### src/rtl/sar_pkg.sv
// Shared types and constants for the SAR averaging buffer: FSM encoding,
// datapath widths, and small helpers for block length and result scaling.
package sar_pkg;

    localparam int SAR_W     = 8;
    localparam int ACC_W     = 11;
    localparam int CNT_W     = 3;
    localparam int SEL_W     = 2;
    localparam int LVL_W     = 5;
    localparam int DEPTH_DEF = 4;

    typedef enum logic {
        S_idle  = 1'b0,
        S_accum = 1'b1
    } acc_state_t;

    typedef struct packed {
        logic             vld;
        logic [SAR_W-1:0] data;
    } push_req_t;

    // Block length N = 2^sel, sized one bit wider than cnt so N=8 is representable.
    function automatic logic [CNT_W:0] blk_len(input logic [SEL_W-1:0] sel);
        return (CNT_W+1)'(1) << sel;
    endfunction

    // Divide by N and truncate to the sample width (no rounding).
    function automatic logic [SAR_W-1:0] avg_trunc(input logic [ACC_W-1:0] acc,
                                                    input logic [SEL_W-1:0] sel);
        logic [ACC_W-1:0] shifted;
        shifted = acc >> sel;
        return shifted[SAR_W-1:0];
    endfunction

endpackage

### src/rtl/sar_result_fifo.sv
// Result FIFO with explicit occupancy count; head is gated to zero when empty.
// A push into a full FIFO is accepted only when a pop frees a slot the same cycle.
module sar_result_fifo
    import sar_pkg::*;
#(
    parameter int DEPTH = DEPTH_DEF
) (
    input  logic             clk,
    input  logic             rst,
    input  logic             flush,
    input  logic             push,
    input  logic [SAR_W-1:0] push_data,
    input  logic             pop,
    output logic [SAR_W-1:0] head,
    output logic             full,
    output logic             empty,
    output logic [LVL_W-1:0] level
);

    localparam int PTR_W = (DEPTH > 1) ? $clog2(DEPTH) : 1;

    logic [DEPTH-1:0][SAR_W-1:0] mem;
    logic [PTR_W-1:0]            wr_ptr;
    logic [PTR_W-1:0]            rd_ptr;
    logic                        do_push;
    logic                        do_pop;

    assign empty   = (level == '0);
    assign full    = (level == LVL_W'(DEPTH));
    assign do_pop  = pop && !empty;
    assign do_push = push && (!full || do_pop);
    assign head    = empty ? '0 : mem[rd_ptr];

    // DEPTH is a power of two, so pointers wrap by natural overflow.
    always_ff @(posedge clk) begin
        if (rst || flush) begin
            wr_ptr <= '0;
            rd_ptr <= '0;
            level  <= '0;
        end else begin
            if (do_push) wr_ptr <= wr_ptr + PTR_W'(1);
            if (do_pop)  rd_ptr <= rd_ptr + PTR_W'(1);
            case ({do_push, do_pop})
                2'b10:   level <= level + LVL_W'(1);
                2'b01:   level <= level - LVL_W'(1);
                default: level <= level;
            endcase
        end
    end

    always_ff @(posedge clk) begin
        if (!rst && !flush && do_push) mem[wr_ptr] <= push_data;
    end

endmodule

### src/rtl/sar_avg_buffer.sv
// Block-averages SAR conversion results over N = 2^avg_sel samples and queues
// each block result in a small FIFO; tracks dropped results as sticky overflow.
module sar_avg_buffer
    import sar_pkg::*;
#(
    parameter int DEPTH = DEPTH_DEF
) (
    input  logic             clk,
    input  logic             rst,
    input  logic             eoc,
    input  logic [SAR_W-1:0] sar,
    input  logic [SEL_W-1:0] avg_sel,
    input  logic             flush,
    output logic [SAR_W-1:0] dout,
    output logic             dout_valid,
    input  logic             dout_ready,
    output logic [LVL_W-1:0] level,
    output logic             overflow
);

    acc_state_t       state, state_nxt;
    logic [ACC_W-1:0] acc, acc_nxt;
    logic [CNT_W-1:0] cnt, cnt_nxt;
    logic [SEL_W-1:0] n_sel, n_sel_nxt;
    logic [ACC_W-1:0] sum;
    push_req_t        push_req;
    logic             pop;
    logic             full;
    logic             empty;

    assign dout_valid = !empty;
    assign pop        = dout_valid && dout_ready;

    always_ff @(posedge clk) begin
        if (rst || flush) begin
            state <= S_idle;
            acc   <= '0;
            cnt   <= '0;
            n_sel <= '0;
        end else begin
            state <= state_nxt;
            acc   <= acc_nxt;
            cnt   <= cnt_nxt;
            n_sel <= n_sel_nxt;
        end
    end

    // avg_sel is only sampled on the first sample of a block.
    always_comb begin
        state_nxt = state;
        acc_nxt   = acc;
        cnt_nxt   = cnt;
        n_sel_nxt = n_sel;
        push_req  = '0;
        sum       = acc + ACC_W'(sar);
        if (eoc) begin
            case (state)
                S_idle: begin
                    n_sel_nxt = avg_sel;
                    if (avg_sel == '0) begin
                        push_req.vld  = 1'b1;
                        push_req.data = sar;
                    end else begin
                        acc_nxt   = ACC_W'(sar);
                        cnt_nxt   = CNT_W'(1);
                        state_nxt = S_accum;
                    end
                end
                S_accum: begin
                    if (({1'b0, cnt} + (CNT_W+1)'(1)) == blk_len(n_sel)) begin
                        push_req.vld  = 1'b1;
                        push_req.data = avg_trunc(sum, n_sel);
                        acc_nxt       = '0;
                        cnt_nxt       = '0;
                        state_nxt     = S_idle;
                    end else begin
                        acc_nxt = sum;
                        cnt_nxt = cnt + CNT_W'(1);
                    end
                end
                default: state_nxt = S_idle;
            endcase
        end
    end

    // A pop in the same cycle makes room, so a full FIFO only drops without one.
    always_ff @(posedge clk) begin
        if (rst || flush)
            overflow <= 1'b0;
        else if (push_req.vld && full && !pop)
            overflow <= 1'b1;
    end

    sar_result_fifo #(.DEPTH(DEPTH)) u_fifo (
        .clk       (clk),
        .rst       (rst),
        .flush     (flush),
        .push      (push_req.vld),
        .push_data (push_req.data),
        .pop       (pop),
        .head      (dout),
        .full      (full),
        .empty     (empty),
        .level     (level)
    );

endmodule

### config.mk
export PLATFORM = sky130hd
export DESIGN_NAME = sar_avg_buffer
export DESIGN_NICKNAME = d
export VERILOG_FILES = /design/src/rtl/sar_pkg.sv /design/src/rtl/sar_result_fifo.sv /design/src/rtl/sar_avg_buffer.sv
export SDC_FILE = /design/constraint.sdc
export NUM_CORES = 1
export LEC_CHECK = 0
export BUFFER_PORTS_ARGS = -buffer_cell sky130_fd_sc_hd__buf_4
export CORE_MARGIN = 3
export CORE_UTILIZATION = 60
export DETAILED_ROUTE_END_ITERATION = 12
export GPL_ROUTABILITY_DRIVEN = 0
export GPL_TIMING_DRIVEN = 0
export PLACE_DENSITY = 0.86
export SLEW_MARGIN = 20
export SYNTH_ARGS = -nofsm -noshare
export SYNTH_HDL_FRONTEND = slang
export SYNTH_SLANG_ARGS = --single-unit
### constraint.sdc
create_clock -name clk -period 4.3 [get_ports clk]
set_clock_uncertainty 0.05 [all_clocks]
set_input_delay 0.86 -clock clk [delete_from_list [all_inputs] [get_ports clk]]
set_output_delay 0.86 -clock clk [all_outputs]
set_load 0.005 [all_outputs]
* Yosys cells after proc, flatten, opt, wreduce, memory -nomap -nowiden
Index checks and enable logic that the tools add are counted.
Cells by class: multiplexer cells 20, divide/modulo/power cells 0, multiply operators 0, $add $sub $neg 7, magnitude comparators 3, bitwise gates (word level) 1, reductions and logical operators 20, shift operators 2, equality and inequality tests 5
Operators by type and width (number):
- 32-bit bitwise mux | 1
- 9-bit two-way mux | 3
- 8-bit two-way mux | 3
- 11-bit two-way mux | 2
- 11-bit one-hot mux with 2 select lines | 1
- 9-bit one-hot mux with 2 select lines | 1
- 8-bit binary-select mux with 2-bit select | 1
- 8-bit demux with 2-bit select | 1
- 11-bit by 8-bit adder with 11-bit output | 1
- 11-bit by 2-bit >> shifter with 8-bit output | 1
- 5-bit one-hot mux with 2 select lines | 1
- 1-bit logical AND | 8
- 2-bit by 3-bit < comparator with 1-bit output, second input constant | 2
- 3-bit two-way mux | 2
- 3-bit one-hot mux with 2 select lines | 1
- 5-bit by 1-bit adder with 5-bit output, second input constant | 1
- 5-bit by 3-bit == test with 1-bit output, second input constant | 1
- 1-bit logical NOT | 5
- 5-bit logical NOT | 1
- 5-bit by 1-bit subtractor with 5-bit output, second input constant | 1
- 2-bit by 1-bit adder with 2-bit output, second input constant | 2
- 3-bit by 1-bit adder with 4-bit output, second input constant | 1
- 4-bit == test | 1
- 2-bit AND reduction | 2
- 12 further kinds | 14
Storage, ports and cells: bits in registers 59, word-level logic and storage cells 70, ROM bits 0, output and inout bits 15, bits in latches 0, memories kept 0, bits of input ports 15, RAM bits 0

* Longest topological paths before layout
Gate-level depths: netlist of run 1.
word-level depth 8, gate-level depth with buffers 15, mapped depth without buffers 15

* By module
Synthesis of run 1 repeated with hierarchy kept, for this count alone.
Unflattened totals: cell total of the unflattened synthesis 302, area, all modules 3428.3 sq um
By module, submodules not included:
- sar_result_fifo | instances 1, seq. area each 1141.1 sq um, cells an instance 117, area each 1810.5 sq um
- sar_avg_buffer | instances 1, seq. area each 360.3 sq um, cells an instance 185, area each 1617.8 sq um

* Least setup slack after synthesis of run 1
Ideal clock, no wire load.
path type flip-flop to flip-flop, from reg cnt[0], to reg u_fifo.level[4], period minus slack after synthesis 3272 ps, data required time 4180 ps, library setup time 70 ps, path buffers 0, slack 1028 ps, stages on the path, launching flop included 15, data arrival time 3152 ps, cell sequence dfxtp_1 -> ha_1 -> nor2b_1 -> a21oi_1 -> o221ai_2 -> a31oi_1 -> nor2_1 -> inv_1 -> ha_1 -> fa_1 -> a21o_1 -> a21oi_1 -> xor2_1 -> or3_1 -> a21oi_1
On the way: word-level cells in the longest chain between the ends 8, elaborated cells between the ends (all ways) 10, classes of those cells 1 x add/sub; 3 x eq/ne; 4 x mux; 2 x reduce/logical
Ends and longest elaborated chain:
- from (decl) | line sar_avg_buffer.sv:23 | logic [CNT_W-1:0] cnt, cnt_nxt;
- from (signal assigned) | line sar_avg_buffer.sv:43 | cnt <= cnt_nxt;
- 3-bit by 1-bit adder with 4-bit output * | line sar_avg_buffer.sv:70 | if (({1'b0, cnt} + (CNT_W+1)'(1)) == blk_len(n_sel)) begin
- 4-bit == test * | line sar_avg_buffer.sv:70
- 9-bit two-way mux * | line sar_avg_buffer.sv:70
- 9-bit one-hot mux with 2 select lines * | line sar_avg_buffer.sv:57 | case (state)
- 9-bit two-way mux * | line sar_avg_buffer.sv:56 | if (eoc) begin
- 1-bit logical AND * | line sar_result_fifo.sv:31 | assign do_push = push && (!full || do_pop);
- 2-bit by 1-bit == test with 1-bit output or 2-bit == test (tied branches) | line sar_result_fifo.sv:43 | case ({do_push, do_pop})
- 5-bit one-hot mux with 2 select lines or 2-bit nonzero test (tied branches)
- to (signal assigned) | line sar_result_fifo.sv:44 | 2'b10: level <= level + LVL_W'(1);
- to (signal assigned) | line sar_result_fifo.sv:45 | 2'b01: level <= level - LVL_W'(1);
- to (signal assigned) | line sar_result_fifo.sv:46 | default: level <= level;
- to (decl) | line sar_result_fifo.sv:17 | output logic [LVL_W-1:0] level
Every way passes the cells marked *; elsewhere a longest branch is shown, timed or not. A chain may end at the register's enable or synchronous reset.

* Worst setup path in the final report of run 1
Same ends and word-level chain as after synthesis.

==> impl_metrics.csv, run 1 <==
group,metric,value,unit
synthesis,synth_xor_area_share,3.503,%
power,power-per-cell-area,331.9,nW/um^2
timing,setup_slack_of_the_critical_path_after_layout,0.5017,ns
layout,n_antenna_cell,0,
critical_path,reg2reg_to,"u_fifo.level[4]$_SDFFE_PP0P_",
clock_tree,cts_tree,"built",
grt,met1_usage,29.75,%
synthesis,synth-compound-area-share,17.37,%
clock_tree,setup_repair_bufs_after_cts,0,
floorplanning,io_pins,30,
critical_path,timing.critical_path.to,"u_fifo.level[4]$_SDFFE_PP0P_",
synthesis,synth-edff-count,32,
critical_path,startpoint_of_the_worst_register_to_register_path,"cnt[0]$_SDFFE_PP0P_",
grt,pin_count_of_the_biggest_net_entering_global_routing,12,
timing,rsz0062_at_grt,"false",
clock_tree,cts.sink_count,59,
layout,area_growth_from_synthesis_to_final_layout,15.05,%
synthesis,adder_and_majority_cell_fraction_of_the_synthesized_area,7.219,%
critical_path,startpoint_type,"flop",
timing,fmax_achieved,0.2633,GHz
layout,fillCellCount,388,
job,drv.max_cap_violation_count,0,
critical_path,setup.worst_path.end_class,"flop",
synthesis,number_of_synthesized_register_bits,59,
route,detailroute.via_count,2687,
clock_tree,cts-resized-gates,0,
route,route.detailed.drc,0,
critical_path,cells_along_the_critical_path,"ha_1, nor2b_1, a21oi_1, o221ai_2, a31oi_1, nor2_1, inv_1, ha_1, fa_1, a21o_1, a21oi_1, xor2_1, or3_1, a21oi_1",
floorplanning,die-height,82.39,um
clock_tree,ctsHtreeMaxLevel,3,
synthesis,netlist.top_cell.by_area,"sky130_fd_sc_hd__edfxtp_1",
hold_path,timing.hold.worst.class,"reg2reg",
timing,hold_violation_total_from_the_final_report,0,
floorplanning,floorplan.core_area,5574,sq um
floorplanning,die_area,6787,sq um
timing,setup_tns,0,ns
critical_path,required,4.51,ns
timing,timing.final.setup_violations,0,
synthesis,synthesis.area_per_instance,10.74,sq um
placement,postPlaceCellArea,3809,sq um
critical_path,ff2ff_setup_slack,0.50,ns
synthesis,synthesis.nets,360,
clock_tree,cts_made_buffers,9,
synthesis,synth.yosys.warnings,0,
timing,worst_slew_margin_rel,61.79,%
timing,finalMaxSlewViolations,0,
synthesis,synth_largest_type_area_fraction,27.45,%
synthesis,synthSimpleGateAreaFrac,15.98,%
synthesis,combinational_family_with_the_most_area_after_synthesis,"compound AO/OA/AOI/OAI gates",
layout,final_core_util,72.26,%
grt,grt_use_met2,42.15,%
route,drt_pre_antenna_iters,4,
grt,grt_usage,24.56,%
clock_tree,max-clock-path-buffers,2,
timing,tightestPinTransition,0.5731,ns
critical_path,worst-setup-path-type,"reg2reg",
route,drt_first_iter_violations,116,
route,wirelength,7433,um
route,detail_route.wl_per_cell,16.78,um
route,avgViaCountPerCell,6.065,
clock_tree,ctsRootBufferMaster,"sky130_fd_sc_hd__clkbuf_8",
layout,finalNetCount,400,
timing,period_utilisation_layout,88.33,%
synthesis,synth_seq_area_share,42.89,%
floorplanning,die_width,82.39,um
placement,port_buffers,29,
clock_tree,clk_transition_reported_paths,0.07,ns
grt,grt_busiest_layer,"met2",
critical_path,critical_path.most_common_cell,"sky130_fd_sc_hd__a21oi_1",
status,outcome,"complete, no violations",
critical_path,cpMaxStageDelayCell,"sky130_fd_sc_hd__dfxtp_1",
critical_path,critical_path_arrival,4.01,ns
grt,met3_usage,5.965,%
grt,gr-total-overflow,0,
grt,grt_antenna_before_repair,0,
clock_tree,holdBufCountCts,0,
power,report.power.total,1.337,mW
power,leakagePower,1.554,nW
placement,dpl_worst_slack,0.5785,ns
layout,final_layout_size_suffix_gt1_share,20.22,%
synthesis,post_synth_most_frequent_cells,"sky130_fd_sc_hd__edfxtp_1, sky130_fd_sc_hd__dfxtp_1, sky130_fd_sc_hd__a21oi_1",
route,drt.antenna.violating_nets,0,
synthesis,ys_async_sr_fraction,0,%
power,ir_drop,351.3,uV
floorplanning,initial_core_util,62.81,%
synthesis,yosys-top-cells-area,"sky130_fd_sc_hd__edfxtp_1, sky130_fd_sc_hd__dfxtp_1, sky130_fd_sc_hd__mux4_2",
critical_path,worst-r2r-cell-count,14,
timing,finalCriticalPeriod,3.798,ns
synthesis,synth_most_common_cell,"sky130_fd_sc_hd__edfxtp_1",
layout,post-route-cell-area,4028,sq um
critical_path,cp_slowest_stage_delay,0.47,ns
synthesis,dominantRegCellSynth,"sky130_fd_sc_hd__edfxtp_1",
grt,grt_pass1_wl,12390,um
grt,number_of_global_route_vias_before_repair,2675,
clock_tree,clk-insertion-delay-late,0.34,ns
placement,dp_hpwl,5381,um
synthesis,netlist_instances,326,
critical_path,worst-path-max-fanout,7,
synthesis,synth_mux_area_share,9.578,%
synthesis,synth.cell_area,3501,sq um
synthesis,synth.lib_cells_used.distinct,58,
critical_path,timing.critical_path.from,"cnt[0]$_SDFFE_PP0P_",
floorplanning,standard_cell_rows,27,
## per-layer routing
| metal | wire length, um | up-vias |
|---|---|---|
| met2 | 3807 | 76 |
| li1 | - | 1299 |
| met4 | 122 | 0 |
| met5 | 0 | - |
| met3 | 441 | 14 |
| met1 | 3061 | 1298 |
## flip-flops by register name (all words and copies together), names as in the netlist
signal / count
u_fifo.rd_ptr: 2
cnt: 3
u_fifo.wr_ptr: 2
state: 1
n_sel: 2
overflow: 1
u_fifo.level: 5
u_fifo.mem: 32
acc: 11
## worst max-delay path, delay by kind of cell (launching register included)
kind / cells / cell delay (ns)
compound gates: 6 / 1.25
xor+xnor: 1 / 0.10
fa+ha+maj: 3 / 1.01
buf+inv: 1 / 0.08
flops: 1 / 0.47
simple gates: 3 / 0.77
## placed cells by master, fill, tap and decap left out, types with 2 or more instances in the layout
cell	instances
sky130_fd_sc_hd__clkbuf_1	12
sky130_fd_sc_hd__o211a_1	2
sky130_fd_sc_hd__nor2_1	19
sky130_fd_sc_hd__o22ai_1	5
sky130_fd_sc_hd__nand2_1	12
sky130_fd_sc_hd__nand3b_1	2
sky130_fd_sc_hd__clkbuf_8	10
sky130_fd_sc_hd__buf_4	29
sky130_fd_sc_hd__mux2i_1	2
sky130_fd_sc_hd__and3_1	5
sky130_fd_sc_hd__nand2b_1	16
sky130_fd_sc_hd__a31o_2	2
sky130_fd_sc_hd__and2_1	14
sky130_fd_sc_hd__nand3_1	6
sky130_fd_sc_hd__mux4_2	14
sky130_fd_sc_hd__a21o_1	6
sky130_fd_sc_hd__xor2_1	7
sky130_fd_sc_hd__clkinv_2	2
sky130_fd_sc_hd__edfxtp_1	32
sky130_fd_sc_hd__a311oi_1	4
sky130_fd_sc_hd__o21a_1	3
sky130_fd_sc_hd__a21oi_4	2
sky130_fd_sc_hd__or3_1	2
sky130_fd_sc_hd__buf_2	3
sky130_fd_sc_hd__dfxtp_1	27
sky130_fd_sc_hd__xnor2_1	7
sky130_fd_sc_hd__a21oi_1	26
sky130_fd_sc_hd__nor2b_1	8
sky130_fd_sc_hd__nor3_1	3
sky130_fd_sc_hd__buf_1	2
sky130_fd_sc_hd__bufinv_16	2
sky130_fd_sc_hd__a31oi_1	9
sky130_fd_sc_hd__ha_1	17
sky130_fd_sc_hd__o21ai_0	17
sky130_fd_sc_hd__inv_1	10
sky130_fd_sc_hd__fa_1	2
sky130_fd_sc_hd__nand4_1	4
## cell type report
| cell class | count | area, sq um | area share, % |
|---|---|---|---|
| inverters | 11 | 41.29 | 1.025 |
| repair buffers | 29 | 217.7 | 5.405 |
| plain buffers | 18 | 80.08 | 1.988 |
| clock inverters | 5 | 77.57 | 1.926 |
| well taps | 72 | 90.09 | 2.237 |
| flip-flops and latches | 59 | 1501 | 37.28 |
| multi-input cells | 238 | 1878 | 46.63 |
| clock buffers | 11 | 141.4 | 3.510 |
## cell families after synthesis
family	Yosys count
simple gates	99
compound gates	90
flops	59
buf+inv	29
fa+ha+maj	19
mux	16
xor+xnor	14
## stage by stage
| stage | cells | hold WS (ns) |
|---|---|---|
| 6_report | 443 | 0.4208 |
| 5_1_grt | 443 | 0.4623 |
| 4_1_cts | 443 | 0.4277 |
| 3_5_place_dp | 427 | 0.4128 |
| 3_3_place_gp | 427 | 0.4119 |
| 2_1_floorplan | 326 | 0.4144 |
## power by group
part	switching, mW	internal [mW]
logic	0.0989	0.0761
clock network	0.218	0.340
registers	0.00487	0.599
total	0.322	1.02
## worst min-delay path by stage
stage | slack [ns] | cells past startpoint | to | start
2_1_floorplan | 0.41 | 1 | overflow$_SDFFE_PP0P_ | overflow$_SDFFE_PP0P_
3_3_place_gp | 0.41 | 1 | overflow$_SDFFE_PP0P_ | overflow$_SDFFE_PP0P_
3_5_place_dp | 0.41 | 1 | overflow$_SDFFE_PP0P_ | overflow$_SDFFE_PP0P_
4_1_cts | 0.43 | 1 | overflow$_SDFFE_PP0P_ | overflow$_SDFFE_PP0P_
5_1_grt | 0.46 | 1 | overflow$_SDFFE_PP0P_ | overflow$_SDFFE_PP0P_
6_report | 0.42 | 1 | overflow$_SDFFE_PP0P_ | overflow$_SDFFE_PP0P_
Power figures use the tool's default switching activity.
==> inputs of run 2 (changes only) <==
--- a/config.mk
+++ b/config.mk
@@ -10,7 +10,6 @@
 export CORE_UTILIZATION = 60
 export DETAILED_ROUTE_END_ITERATION = 12
 export GPL_ROUTABILITY_DRIVEN = 0
-export GPL_TIMING_DRIVEN = 0
 export PLACE_DENSITY = 0.86
 export SLEW_MARGIN = 20
 export SYNTH_ARGS = -nofsm -noshare
==> impl_metrics.csv, run 2 (synthesis results as in run 1) <==
group,metric,value,unit
layout,final_cell_mix,"sky130_fd_sc_hd__edfxtp_1, sky130_fd_sc_hd__buf_4, sky130_fd_sc_hd__dfxtp_1, sky130_fd_sc_hd__a21oi_1, sky130_fd_sc_hd__nor2_1",
clock_tree,cts.sink_count,59,
clock_tree,clk-insertion-delay-late,0.33,ns
layout,final_core_util,71.22,%
timing,period_utilisation_layout,88.79,%
grt,grt_antenna_before_repair,0,
power,ir_drop,220.3,uV
power,power-per-cell-area,340.4,nW/um^2
floorplanning,standard_cell_rows,27,
grt,grt_pass1_wl,12210,um
power,leakagePower,1.530,nW
timing,worst_slew_margin_rel,29.16,%
power,sw_frac_of_total,23.68,%
layout,finalNetCount,384,
layout,largest_register,"u_fifo.mem",
clock_tree,max-clock-path-buffers,2,
grt,gr-total-overflow,0,
grt,number_of_global_route_vias_before_repair,2584,
route,detail_route.wl_per_cell,17.87,um
route,detailroute.via_count,2609,
clock_tree,ctsHtreeMaxLevel,3,
layout,area_growth_from_synthesis_to_final_layout,13.40,%
timing,finalCriticalPeriod,3.818,ns
route,drt_first_iter_violations,151,
clock_tree,holdBufCountCts,0,
layout,reg.largest.list,"u_fifo.mem x32, acc x11, u_fifo.level x5",
placement,dp_hpwl,5530,um
critical_path,ff2ff_setup_slack,0.48,ns
critical_path,worst-path-max-fanout,18,
layout,final_layout_size_suffix_gt1_share,20.28,%
power,power.share.combinational,12.3,%
critical_path,required,4.52,ns
layout,layout.cells.most_common,"sky130_fd_sc_hd__edfxtp_1",
route,drt_pre_antenna_iters,4,
grt,grt_usage,24.40,%
job,drv.max_cap_violation_count,0,
clock_tree,setup_repair_bufs_after_cts,0,
timing,rsz0062_at_grt,"false",
floorplanning,die_width,82.39,um
floorplanning,initial_core_util,62.81,%
timing,timing.final.setup_violations,0,
clock_tree,cts_tree,"built",
hold_path,timing.hold.worst.class,"reg2reg",
clock_tree,cts_made_buffers,9,
power,net-switching-power,0.3200,mW
timing,setup_tns,0,ns
critical_path,setup.worst_path.end_class,"flop",
placement,port_buffers,29,
timing,tightestPinTransition,1.059,ns
power,clockPowerShare,42.6,%
timing,hold_violation_total_from_the_final_report,0,
status,outcome,"complete, no violations",
power,sequentialPowerShare,45.1,%
layout,non_filler_instance_count_after_layout,427,
floorplanning,die_area,6787,sq um
timing,fmax_achieved,0.2619,GHz
timing,finalMaxSlewViolations,0,
grt,pin_count_of_the_biggest_net_entering_global_routing,22,
layout,n_antenna_cell,0,
floorplanning,die-height,82.39,um
power,cell_internal_pwr,1.031,mW
floorplanning,io_pins,30,
layout,flip_flop_count_of_the_largest_register_all_copies_and_words_added,32,
clock_tree,clk_transition_reported_paths,0.07,ns
placement,place.detailed.instances,411,
timing,final.hold.worst_slack,0.4368,ns
route,avgViaCountPerCell,6.110,
critical_path,worst-setup-path-type,"reg2reg",
clock_tree,cts-resized-gates,0,
critical_path,critical_path_arrival,4.04,ns
critical_path,startpoint_type,"flop",
route,wirelength,7629,um
route,drt.antenna.violating_nets,0,
route,route.detailed.drc,0,
floorplanning,floorplan.core_area,5574,sq um
clock_tree,ctsRootBufferMaster,"sky130_fd_sc_hd__clkbuf_8",
==> run 2: changes by cell type in the layout (fill, tap and decap cells not counted), sizes merged <==
cell / change
clkbuf: -11
buf: -4
clkinv: -1
inv: +1
clkinvlp: -1
==> run 2: final timing paths <==
| kind | end | depth (start not counted) | startpoint |
|---|---|---|---|
| setup reg to reg | u_fifo.level[4]$_SDFFE_PP0P_ | 12 | n_sel[0]$_SDFFE_PP0P_ |
| hold reg to reg | overflow$_SDFFE_PP0P_ | 1 | overflow$_SDFFE_PP0P_ |
| setup / recovery | u_fifo.level[4]$_SDFFE_PP0P_ | 12 | n_sel[0]$_SDFFE_PP0P_ |
| hold / removal | overflow$_SDFFE_PP0P_ | 1 | overflow$_SDFFE_PP0P_ |
==> run 2: metrics by stage <==
step	power (mW)	instance area (sq um)	setup WS, ns
global route	1.396	3970	0.1540
global placement	0.7777	3744	0.8185
detailed placement	0.7852	3744	0.5738
finish	1.351	3970	0.4819
CTS	1.355	3970	0.4807
floorplan	0.7400	3501	1.028
==> run 2: critical path: stages, from the launching register on <==
cell and delay (ns):
sky130_fd_sc_hd__dfxtp_1 0.78, sky130_fd_sc_hd__nand3_1 0.19, sky130_fd_sc_hd__o221ai_2 0.46, sky130_fd_sc_hd__a31oi_1 0.24, sky130_fd_sc_hd__nor2_1 0.33, sky130_fd_sc_hd__inv_1 0.08
sky130_fd_sc_hd__ha_1 0.27, sky130_fd_sc_hd__fa_1 0.45, sky130_fd_sc_hd__a21o_1 0.19, sky130_fd_sc_hd__a21oi_1 0.17, sky130_fd_sc_hd__xor2_1 0.10, sky130_fd_sc_hd__or3_1 0.31
sky130_fd_sc_hd__a21oi_1 0.13
==> run 2: final cells by class <==
cell class / count / area (sq um)
clock buffer: 12 / 155.1
clock inverter: 4 / 71.32
fill: 411 / 1604
inverter: 11 / 41.29
multi-input combinational: 238 / 1878
sequential: 59 / 1501
tap: 72 / 90.09
timing repair buffer: 31 / 232.7
==> run 2: power by group through the flow <==
stage                     Clock [mW]  Sequential, mW  Combinational, mW
after floorplan                    0           0.615              0.125
after global placement             0           0.621              0.157
after detailed placement           0           0.622              0.164
after CTS                      0.581           0.609              0.165
after global routing           0.604           0.610              0.181
final                          0.575           0.609              0.167
==> run 2: layer usage <==
layer | vias to the layer above | part of all wire (%) | GRT usage [%] | wire length [um]
met3 | 10 | 4.5 | 5.423 | 345
li1 | 1266 | - | - | -
met2 | 66 | 52 | 43.51 | 3999
met5 | - | 0 | 0 | 0
met4 | 0 | 1.4 | 9.136 | 106
met1 | 1267 | 42 | 28.47 | 3178
